--- config.mk ---
export PLATFORM = sky130hd
export DESIGN_NAME = mips_main_controller_flat
export DESIGN_NICKNAME = d
export VERILOG_FILES = /design/src/rtl/mips_main_controller_pkg.sv /design/src/rtl/mips_main_controller_if.sv /design/src/rtl/mc_output_decode.sv /design/src/rtl/mips_main_controller.sv /design/src/flat_wrapper.sv
export SDC_FILE = /design/constraint.sdc
export NUM_CORES = 1
export LEC_CHECK = 0
export BUFFER_PORTS_ARGS = -buffer_cell sky130_fd_sc_hd__buf_2
export CELL_PAD_IN_SITES_DETAIL_PLACEMENT = 1
export CELL_PAD_IN_SITES_GLOBAL_PLACEMENT = 2
export CORE_ASPECT_RATIO = 0.6
export CORE_MARGIN = 1
export CORE_UTILIZATION = 27
export CTS_BUF_LIST = sky130_fd_sc_hd__clkbuf_4 sky130_fd_sc_hd__clkbuf_8
export DETAILED_ROUTE_END_ITERATION = 8
export PLACE_DENSITY_LB_ADDON = 0.1
export RECOVER_POWER = 50
export SYNTH_ARGS = -nofsm -noshare
export SYNTH_HDL_FRONTEND = slang
export SYNTH_SLANG_ARGS = --single-unit
--- constraint.sdc ---
create_clock -name clk -period 1.6 [get_ports clk]
set_input_delay 0.08 -clock clk [delete_from_list [all_inputs] [get_ports clk]]
set_output_delay 0.08 -clock clk [all_outputs]
set_load 0.01 [all_outputs]
--- src/rtl/mips_main_controller_pkg.sv ---
// Shared encodings for the multi-cycle MIPS main controller: states, opcodes,
// ALU/PC select codes and the packed control vector.
package mips_ctrl_defs;

  typedef enum logic [3:0] {
    S_FETCH  = 4'd0,
    S_DECODE = 4'd1,
    S_MEMADR = 4'd2,
    S_MEMRD  = 4'd3,
    S_MEMWB  = 4'd4,
    S_MEMWR  = 4'd5,
    S_EXEC   = 4'd6,
    S_ALUWB  = 4'd7,
    S_BRANCH = 4'd8,
    S_ADDIEX = 4'd9,
    S_ADDIWB = 4'd10,
    S_JUMP   = 4'd11
  } state_e;

  localparam logic [5:0] OP_RTYPE = 6'b000000;
  localparam logic [5:0] OP_LW    = 6'b100011;
  localparam logic [5:0] OP_SW    = 6'b101011;
  localparam logic [5:0] OP_BEQ   = 6'b000100;
  localparam logic [5:0] OP_ADDI  = 6'b001000;
  localparam logic [5:0] OP_J     = 6'b000010;

  localparam logic [1:0] ALUOP_ADD   = 2'b00;
  localparam logic [1:0] ALUOP_SUB   = 2'b01;
  localparam logic [1:0] ALUOP_FUNCT = 2'b10;

  localparam logic [1:0] ALUB_REG    = 2'b00;
  localparam logic [1:0] ALUB_FOUR   = 2'b01;
  localparam logic [1:0] ALUB_IMM    = 2'b10;
  localparam logic [1:0] ALUB_IMMSH2 = 2'b11;

  localparam logic [1:0] PCSRC_ALU    = 2'b00;
  localparam logic [1:0] PCSRC_ALUOUT = 2'b01;
  localparam logic [1:0] PCSRC_JUMP   = 2'b10;

  typedef struct packed {
    logic       mem_req;
    logic       mem_write;
    logic       ir_write;
    logic       reg_write;
    logic       pc_write;
    logic       branch;
    logic       iord;
    logic       reg_dst;
    logic       memto_reg;
    logic       alu_src_a;
    logic [1:0] alu_src_b;
    logic [1:0] alu_op;
    logic [1:0] pc_src;
  } ctrl_t;

endpackage

--- src/rtl/mips_main_controller_if.sv ---
// Controller <-> datapath/memory bundle. master = controller, slave = datapath.
interface mips_main_controller_if;
  logic [5:0] opcode;
  logic       zero;
  logic       mem_ready;
  logic       mem_req;
  logic       MemWrite, IRWrite, RegWrite, PCWrite, Branch;
  logic       IorD, RegDst, MemtoReg, ALUSrcA;
  logic [1:0] ALUSrcB, ALUOp, PCSrc;
  logic       pc_en;
  logic       illegal_op;
  logic [3:0] state;

  modport master (
    input  opcode, zero, mem_ready,
    output mem_req, MemWrite, IRWrite, RegWrite, PCWrite, Branch,
           IorD, RegDst, MemtoReg, ALUSrcA, ALUSrcB, ALUOp, PCSrc,
           pc_en, illegal_op, state
  );

  modport slave (
    output opcode, zero, mem_ready,
    input  mem_req, MemWrite, IRWrite, RegWrite, PCWrite, Branch,
           IorD, RegDst, MemtoReg, ALUSrcA, ALUSrcB, ALUOp, PCSrc,
           pc_en, illegal_op, state
  );
endinterface

--- src/rtl/mc_output_decode.sv ---
// Moore decode of FSM state into the datapath control vector. Only the FETCH
// IR/PC strobes look at mem_ready, so they fire once on the accepting cycle.
module mc_output_decode
  import mips_ctrl_defs::*;
(
  input  state_e state,
  input  logic   mem_ready,
  output ctrl_t  ctrl
);

  always_comb begin
    ctrl = '0;
    case (state)
      S_FETCH: begin
        ctrl.mem_req   = 1'b1;
        ctrl.alu_src_b = ALUB_FOUR;
        ctrl.alu_op    = ALUOP_ADD;
        ctrl.pc_src    = PCSRC_ALU;
        ctrl.ir_write  = mem_ready;
        ctrl.pc_write  = mem_ready;
      end
      S_DECODE: begin
        ctrl.alu_src_b = ALUB_IMMSH2;
        ctrl.alu_op    = ALUOP_ADD;
      end
      S_MEMADR, S_ADDIEX: begin
        ctrl.alu_src_a = 1'b1;
        ctrl.alu_src_b = ALUB_IMM;
        ctrl.alu_op    = ALUOP_ADD;
      end
      S_MEMRD: begin
        ctrl.mem_req = 1'b1;
        ctrl.iord    = 1'b1;
      end
      S_MEMWR: begin
        ctrl.mem_req   = 1'b1;
        ctrl.iord      = 1'b1;
        ctrl.mem_write = 1'b1;
      end
      S_MEMWB: begin
        ctrl.reg_write = 1'b1;
        ctrl.memto_reg = 1'b1;
      end
      S_EXEC: begin
        ctrl.alu_src_a = 1'b1;
        ctrl.alu_src_b = ALUB_REG;
        ctrl.alu_op    = ALUOP_FUNCT;
      end
      S_ALUWB: begin
        ctrl.reg_write = 1'b1;
        ctrl.reg_dst   = 1'b1;
      end
      S_ADDIWB: ctrl.reg_write = 1'b1;
      S_BRANCH: begin
        ctrl.alu_src_a = 1'b1;
        ctrl.alu_src_b = ALUB_REG;
        ctrl.alu_op    = ALUOP_SUB;
        ctrl.branch    = 1'b1;
        ctrl.pc_src    = PCSRC_ALUOUT;
      end
      S_JUMP: begin
        ctrl.pc_write = 1'b1;
        ctrl.pc_src   = PCSRC_JUMP;
      end
      default: ctrl = '0;
    endcase
  end

endmodule

--- src/rtl/mips_main_controller.sv ---
// Multi-cycle MIPS main control FSM. Define MC_ADDI_EN to execute addi;
// otherwise opcode 001000 takes the illegal-opcode path.
module mips_main_controller
  import mips_ctrl_defs::*;
(
  input  logic                    clk,
  input  logic                    reset_n,
  mips_main_controller_if.master  bus
);

  state_e     st;
  logic [5:0] op_q;
  logic       illegal_q;
  ctrl_t      ctrl;

  // Memory states stall on mem_ready; all other states advance unconditionally.
  always_ff @(posedge clk or negedge reset_n) begin
    if (!reset_n) begin
      st        <= S_FETCH;
      op_q      <= '0;
      illegal_q <= 1'b0;
    end else begin
      illegal_q <= 1'b0;
      case (st)
        S_FETCH:  if (bus.mem_ready) st <= S_DECODE;
        S_DECODE: begin
          op_q <= bus.opcode;
          case (bus.opcode)
            OP_LW, OP_SW: st <= S_MEMADR;
            OP_RTYPE:     st <= S_EXEC;
            OP_BEQ:       st <= S_BRANCH;
            OP_J:         st <= S_JUMP;
`ifdef MC_ADDI_EN
            OP_ADDI:      st <= S_ADDIEX;
`else
            OP_ADDI: begin
              st        <= S_FETCH;
              illegal_q <= 1'b1;
            end
`endif
            default: begin
              st        <= S_FETCH;
              illegal_q <= 1'b1;
            end
          endcase
        end
        S_MEMADR: st <= (op_q == OP_LW) ? S_MEMRD : S_MEMWR;
        S_MEMRD:  if (bus.mem_ready) st <= S_MEMWB;
        S_MEMWR:  if (bus.mem_ready) st <= S_FETCH;
        S_EXEC:   st <= S_ALUWB;
        S_ADDIEX: st <= S_ADDIWB;
        S_MEMWB, S_ALUWB, S_ADDIWB, S_BRANCH, S_JUMP: st <= S_FETCH;
        default:  st <= S_FETCH;
      endcase
    end
  end

  mc_output_decode u_dec (
    .state     (st),
    .mem_ready (bus.mem_ready),
    .ctrl      (ctrl)
  );

  assign bus.mem_req    = ctrl.mem_req;
  assign bus.MemWrite   = ctrl.mem_write;
  assign bus.IRWrite    = ctrl.ir_write;
  assign bus.RegWrite   = ctrl.reg_write;
  assign bus.PCWrite    = ctrl.pc_write;
  assign bus.Branch     = ctrl.branch;
  assign bus.IorD       = ctrl.iord;
  assign bus.RegDst     = ctrl.reg_dst;
  assign bus.MemtoReg   = ctrl.memto_reg;
  assign bus.ALUSrcA    = ctrl.alu_src_a;
  assign bus.ALUSrcB    = ctrl.alu_src_b;
  assign bus.ALUOp      = ctrl.alu_op;
  assign bus.PCSrc      = ctrl.pc_src;
  assign bus.pc_en      = ctrl.pc_write | (ctrl.branch & bus.zero);
  assign bus.illegal_op = illegal_q;
  assign bus.state      = st;

endmodule

--- src/flat_wrapper.sv ---
// flat-port wrapper written by rule: the top's interface ports become plain ports
module mips_main_controller_flat import mips_ctrl_defs::*;
  (clk, reset_n, bus_opcode, bus_zero, bus_mem_ready, bus_mem_req, bus_MemWrite, bus_IRWrite, bus_RegWrite, bus_PCWrite, bus_Branch, bus_IorD, bus_RegDst, bus_MemtoReg, bus_ALUSrcA, bus_ALUSrcB, bus_ALUOp, bus_PCSrc, bus_pc_en, bus_illegal_op, bus_state);
  mips_main_controller_if bus_i ();
  input  logic clk;
  input  logic reset_n;
  input wire logic [$bits(bus_i.opcode)-1:0] bus_opcode;
  input wire logic [$bits(bus_i.zero)-1:0] bus_zero;
  input wire logic [$bits(bus_i.mem_ready)-1:0] bus_mem_ready;
  output wire logic [$bits(bus_i.mem_req)-1:0] bus_mem_req;
  output wire logic [$bits(bus_i.MemWrite)-1:0] bus_MemWrite;
  output wire logic [$bits(bus_i.IRWrite)-1:0] bus_IRWrite;
  output wire logic [$bits(bus_i.RegWrite)-1:0] bus_RegWrite;
  output wire logic [$bits(bus_i.PCWrite)-1:0] bus_PCWrite;
  output wire logic [$bits(bus_i.Branch)-1:0] bus_Branch;
  output wire logic [$bits(bus_i.IorD)-1:0] bus_IorD;
  output wire logic [$bits(bus_i.RegDst)-1:0] bus_RegDst;
  output wire logic [$bits(bus_i.MemtoReg)-1:0] bus_MemtoReg;
  output wire logic [$bits(bus_i.ALUSrcA)-1:0] bus_ALUSrcA;
  output wire logic [$bits(bus_i.ALUSrcB)-1:0] bus_ALUSrcB;
  output wire logic [$bits(bus_i.ALUOp)-1:0] bus_ALUOp;
  output wire logic [$bits(bus_i.PCSrc)-1:0] bus_PCSrc;
  output wire logic [$bits(bus_i.pc_en)-1:0] bus_pc_en;
  output wire logic [$bits(bus_i.illegal_op)-1:0] bus_illegal_op;
  output wire logic [$bits(bus_i.state)-1:0] bus_state;
  assign bus_i.opcode = bus_opcode;
  assign bus_i.zero = bus_zero;
  assign bus_i.mem_ready = bus_mem_ready;
  assign bus_mem_req = bus_i.mem_req;
  assign bus_MemWrite = bus_i.MemWrite;
  assign bus_IRWrite = bus_i.IRWrite;
  assign bus_RegWrite = bus_i.RegWrite;
  assign bus_PCWrite = bus_i.PCWrite;
  assign bus_Branch = bus_i.Branch;
  assign bus_IorD = bus_i.IorD;
  assign bus_RegDst = bus_i.RegDst;
  assign bus_MemtoReg = bus_i.MemtoReg;
  assign bus_ALUSrcA = bus_i.ALUSrcA;
  assign bus_ALUSrcB = bus_i.ALUSrcB;
  assign bus_ALUOp = bus_i.ALUOp;
  assign bus_PCSrc = bus_i.PCSrc;
  assign bus_pc_en = bus_i.pc_en;
  assign bus_illegal_op = bus_i.illegal_op;
  assign bus_state = bus_i.state;
  mips_main_controller u_core (.clk(clk), .reset_n(reset_n), .bus(bus_i));
endmodule
# Yosys cells after proc, flatten, opt, wreduce, memory -nomap -nowiden
# Cells that the tools add are included.
# Widths: inputs -> output; s select.
# totals
regBits,11
inputBits,10
elab_cells,54
# classes
eq_ne,19
muxes,20
n_bitwise,2
n_reduce_logical,10
# ops
op,n
$pmux 4 s7,1
$pmux 4 s5,1
$eq 6x6->1 const B,3
$eq 4x3->1 const B,4
$eq 4x4->1 const B,4
$pmux 4 s4,1
$mux 4,3
$mux 1,11
$eq 4x2->1 const B,2
$eq 6x2->1 const B,1
$eq 6x3->1 const B,1
$logic_not 6->1,1
$ne 2x2->1 const B,3
$reduce_or 2->1,3
$reduce_or 3->1,2
$reduce_or 5->1,1
$eq 4x1->1 const B,1
$logic_not 4->1,1
$pmux 2 s2,1
$reduce_or 4->1,1
$mux 3,1
$reduce_and 3->1,1
$pmux 1 s2,1
$and 1x1->1,1
$or 1x1->1,1

# Longest topological paths before layout
# logic_depth
ltp_word,4
mapped_depth,5
ltp_nobuf,3

# By module
# A second synthesis with hierarchy kept.
# hier_totals
cells_unflattened,83
area_unflattened_um2,770.7
# modules_own_cells
module,instances,cells_each,area_per_inst_um2
mips_main_controller,1,54,589.3
mc_output_decode,1,29,181.4

# Worst setup path after synthesis
# Ideal clock, no wire load.
# synth_path
path_kind,reg2reg
startpoint,register u_core.st[2] (netlist: u_core.bus.state[2])
endpoint,register u_core.op_q[0]
setup_ns,0.125
t_arrival_ns,1.379
setup_slack_ns,0.096
stages_incl_launch_ff,4
n_path_buf,1
cell_sequence,dfrtp_1 buf_6 nor4b_4 mux2_2
# synth_via
elab_chain_cells,1
# synth_rtl
element,line_no,text
"start, declared",mips_main_controller.sv:11,state_e st;
"start signal, assigned",mips_main_controller.sv:47,S_MEMADR: st <= (op_q == OP_LW) ? S_MEMRD : S_MEMWR;
$eq 4x1->1,mips_main_controller.sv:24,case (st)
"end signal, assigned",mips_main_controller.sv:27,op_q <= bus.opcode;
"end, declared",mips_main_controller.sv:12,logic [5:0] op_q;
# Every way passes these cells.
# A chain may end at the register's enable or synchronous reset.

# Final worst setup path
# layout_path
startpoint,register u_core.st[1] (netlist: u_core.bus.state[1])
endpoint,output port bus_mem_req
# layout_via
elab_chain_cells,3
# layout_rtl
element,line_no,text
$eq 4x2->1 (tied with other cells),mc_output_decode.sv:13,case (state)
$reduce_or 3->1 (no line) (*),n/a,
$mux 1 (*),mc_output_decode.sv:13,
"end, declared",flat_wrapper.sv:10,output wire logic [$bits(bus_i.mem_req)-1:0] bus_mem_req;
# Mark *: on every way between the ends. The rest lies on a longest branch, timed or not.

==> results.json <==
{
  "start_util_pct": 29.49,
  "syn_inst": 84,
  "cts_buffers": 3,
  "leakagePower_nw": 0.5172,
  "grt_pass1_wl_um": 3960,
  "synth_top_area_share_pct": 36.01,
  "drv_slew": 0,
  "first_pass_iters": 6,
  "rsz0062_at_grt": "true",
  "syn_area_um2": 764.5,
  "final_nets": 134,
  "yosys.area.top_type": "dfrtp_1",
  "synth_seq_cells": 11,
  "die-area_um2": 3055,
  "holdPathStages": 2,
  "core-area_um2": 2592,
  "syn_to_final_growth_pct": 38.79,
  "die_h_um": 43.22,
  "violations": "DRC",
  "clkSinkCount": 11,
  "r2r_cells": 3,
  "crit_type": "reg2out",
  "vias": 795,
  "seqCellArea_um2": 280.3,
  "cp_max_fo": 9,
  "gp_congestion": 0.7367,
  "cp-end-kind": "output port",
  "synth.distinct_cells": 33,
  "drive_gt1_share_pct": 46.34,
  "nFillCells": 322,
  "io_pins": 32,
  "instances_no_fill": 155,
  "dpl.cell_count": 149,
  "cts_tree": "done",
  "fin_crit_ns": 1.540,
  "maxCapViolCount": 0,
  "worst_ep_arrival_time_ns": 1.46,
  "drtAntennaViolNets": 0,
  "grt_usage_pct": 17.58,
  "tightest_slew_ns": 0.5693,
  "syn_avg_cell_area_um2": 9.101,
  "period_share_pct": 96.23,
  "die_w_um": 70.70,
  "ys_warn_count": 0,
  "post-dp-hpwl_um": 1910,
  "cts.htree.levels": 1,
  "root_buffer": "clkbuf_8",
  "drt_iter0_drc": 33,
  "clock.fmax_mhz": 649.5,
  "worst_ir_drop_vdd_mv": 0.4673,
  "core.rowCount": 14,
  "grt_max_degree": 14,
  "slew_headroom_pct": 62.05,
  "status": "complete, but fails checks",
  "reg2reg_setup_slack_ns": 0.10,
  "viasPerCell": 5.129,
  "synthTopCellsByArea": "dfrtp_1 (36%), mux2_2 (8.8%), nand2b_1 (4.9%)",
  "grt_pass1_vias": 801,
  "antenna_found_initial": 0,
  "cp.required_ns": 1.52,
  "io_buffers": 31,
  "total_power_mw": 1.079,
  "p_per_area_nw_per_um2": 1017,
  "clockBufferDepth": 2,
  "start_kind": "register",
  "antenna_cells": 0,
  "postSynthNetCount": 94,
  "multi_input_area_um2": 446.7,
  "wl_per_cell_um": 15.11,
  "hold_violations": 0,
  "setup_viol": 0,
  "hold_class": "in2reg",
  "synth.yosys.seq_area_share_pct": 36.01,
  "insertion_delay_ns": 0.24,
  "drc_errors": 6,
  "cts.clk_slew.worst_paths_ns": 0.05,
  "drt-total-wl_um": 2342,
  "grt_overflow": 0,
  "finalClockSkew_ns": 0.002801
}
-- area by class of cell --
type / count / area share, %
well taps: 32 / 3.774
clock buffers: 4 / 4.599
flip-flops and latches: 11 / 26.42
inverters: 1 / 0.3538
multi-input cells: 65 / 42.10
repair buffers: 42 / 22.76
-- cells in the final DEF, fill, tap and decap left out, types with 2 or more instances in the layout --
master and instances:
a31oi_1 3, a21oi_1 3, dfrtp_1 7, clkbuf_8 3, o22ai_1 2, and4b_1 2
mux2_2 6, nand2_1 4, nand2b_1 6, dfrtp_2 4, nor2b_1 3, buf_2 29
o21ai_0 2, nor2_1 7, nor3_1 7, and3_1 2, nor3b_1 2, nand3b_1 2
clkbuf_1 2, buf_4 9
-- cell usage after synthesis --
cell type  number
a211o_1         1
a21o_1          1
a21oi_1         4
a31o_2          1
a31oi_1         3
and3_1          2
and4b_1         2
buf_2           4
buf_4           1
buf_6           1
clkbuf_1        1
dfrtp_1        11
inv_1           1
mux2_2          6
nand2_1         4
nand2b_1        6
nand3_1         1
nand3b_1        2
nand4_1         1
nor2_1          7
nor2b_1         3
nor3_1          7
nor3b_1         2
nor4b_1         1
nor4b_4         1
o21ai_0         2
o221ai_1        1
o22ai_1         2
o311a_1         1
o31ai_1         1
or2_2           1
xnor2_1         1
xor2_1          1
-- where the power goes --
group          internal [mW]  switching (mW)
clock network          0.191          0.0987
registers              0.349          0.0624
logic                  0.193           0.184
total                  0.734           0.345
-- worst max-delay path, stage by stage (launching register included) --
cell     delay (ns)
dfrtp_2        0.47
buf_4          0.19
nor2b_1        0.19
nand2_1        0.09
a21oi_1        0.13
buf_2          0.15
-- registers in the layout, indices dropped and copies added, names as in the netlist --
register	flops
u_core.op_q	6
u_core.bus.illegal_op	1
u_core.bus.state	4
-- path summary, 6_finish.rpt --
| kind | from | end |
|---|---|---|
| setup / recovery | u_core.bus.state[1]$_DFFE_PN0P_ | bus_mem_req |
| hold / removal | bus_opcode[3] | u_core.op_q[3]$_DFFE_PN0P_ |
| setup reg to reg | u_core.op_q[3]$_DFFE_PN0P_ | u_core.bus.state[2]$_DFFE_PN0P_ |
| hold reg to reg | u_core.op_q[5]$_DFFE_PN0P_ | u_core.op_q[5]$_DFFE_PN0P_ |
| max in group asynchronous | reset_n | u_core.bus.state[2]$_DFFE_PN0P_ |
| min in group asynchronous | reset_n | u_core.op_q[5]$_DFFE_PN0P_ |
-- per-stage QoR --
| stage | TNS (ns) | instance area (um2) | util [%] | hold slack, ns | worst slack (ns) |
|---|---|---|---|---|---|
| 6_report | 0 | 1061 | 40.93 | 0.1040 | 0.06027 |
| 5_1_grt | -0.0007353 | 1061 | 40.93 | 0.09958 | -0.0007353 |
| 4_1_cts | 0 | 1047 | 40.40 | 0.09948 | 0.02726 |
| 3_5_place_dp | 0 | 984.7 | 37.98 | -0.03808 | 0.1319 |
| 3_3_place_gp | 0 | 984.7 | 37.98 | -0.03482 | 0.1633 |
| 2_1_floorplan | 0 | 764.5 | - | -0.2156 | 0.09644 |
-- layer usage --
layer	part of all wire [%]	wire length, um	up-vias	global-route usage (%)
li1	-	-	386	-
met1	53	1241	392	24.24
met2	42	992	15	26.92
met3	3.9	91	2	4.988
met4	0.73	17	0	4.800
met5	0	0	-	0
-- logic make-up after synthesis --
| group | share of synthesized area (%) |
|---|---|
| AO/OA/AOI/OAI | 14.73 |
| XOR/XNOR | 2.292 |
| buffers and inverters | 6.055 |
| flip-flops | 36.01 |
| multiplexers | 8.837 |
| AND/OR/NAND/NOR | 32.08 |
-- repair_timing --
action                                 CTS  global route
hold buffers                             1             0
resized for setup                        3             3
setup endpoints to repair                2             4
pin swaps                                0             0
setup buffers                            0             1
endpoints found under the hold margin   11             0
Note: power is estimated with default switching activity, not from simulation.
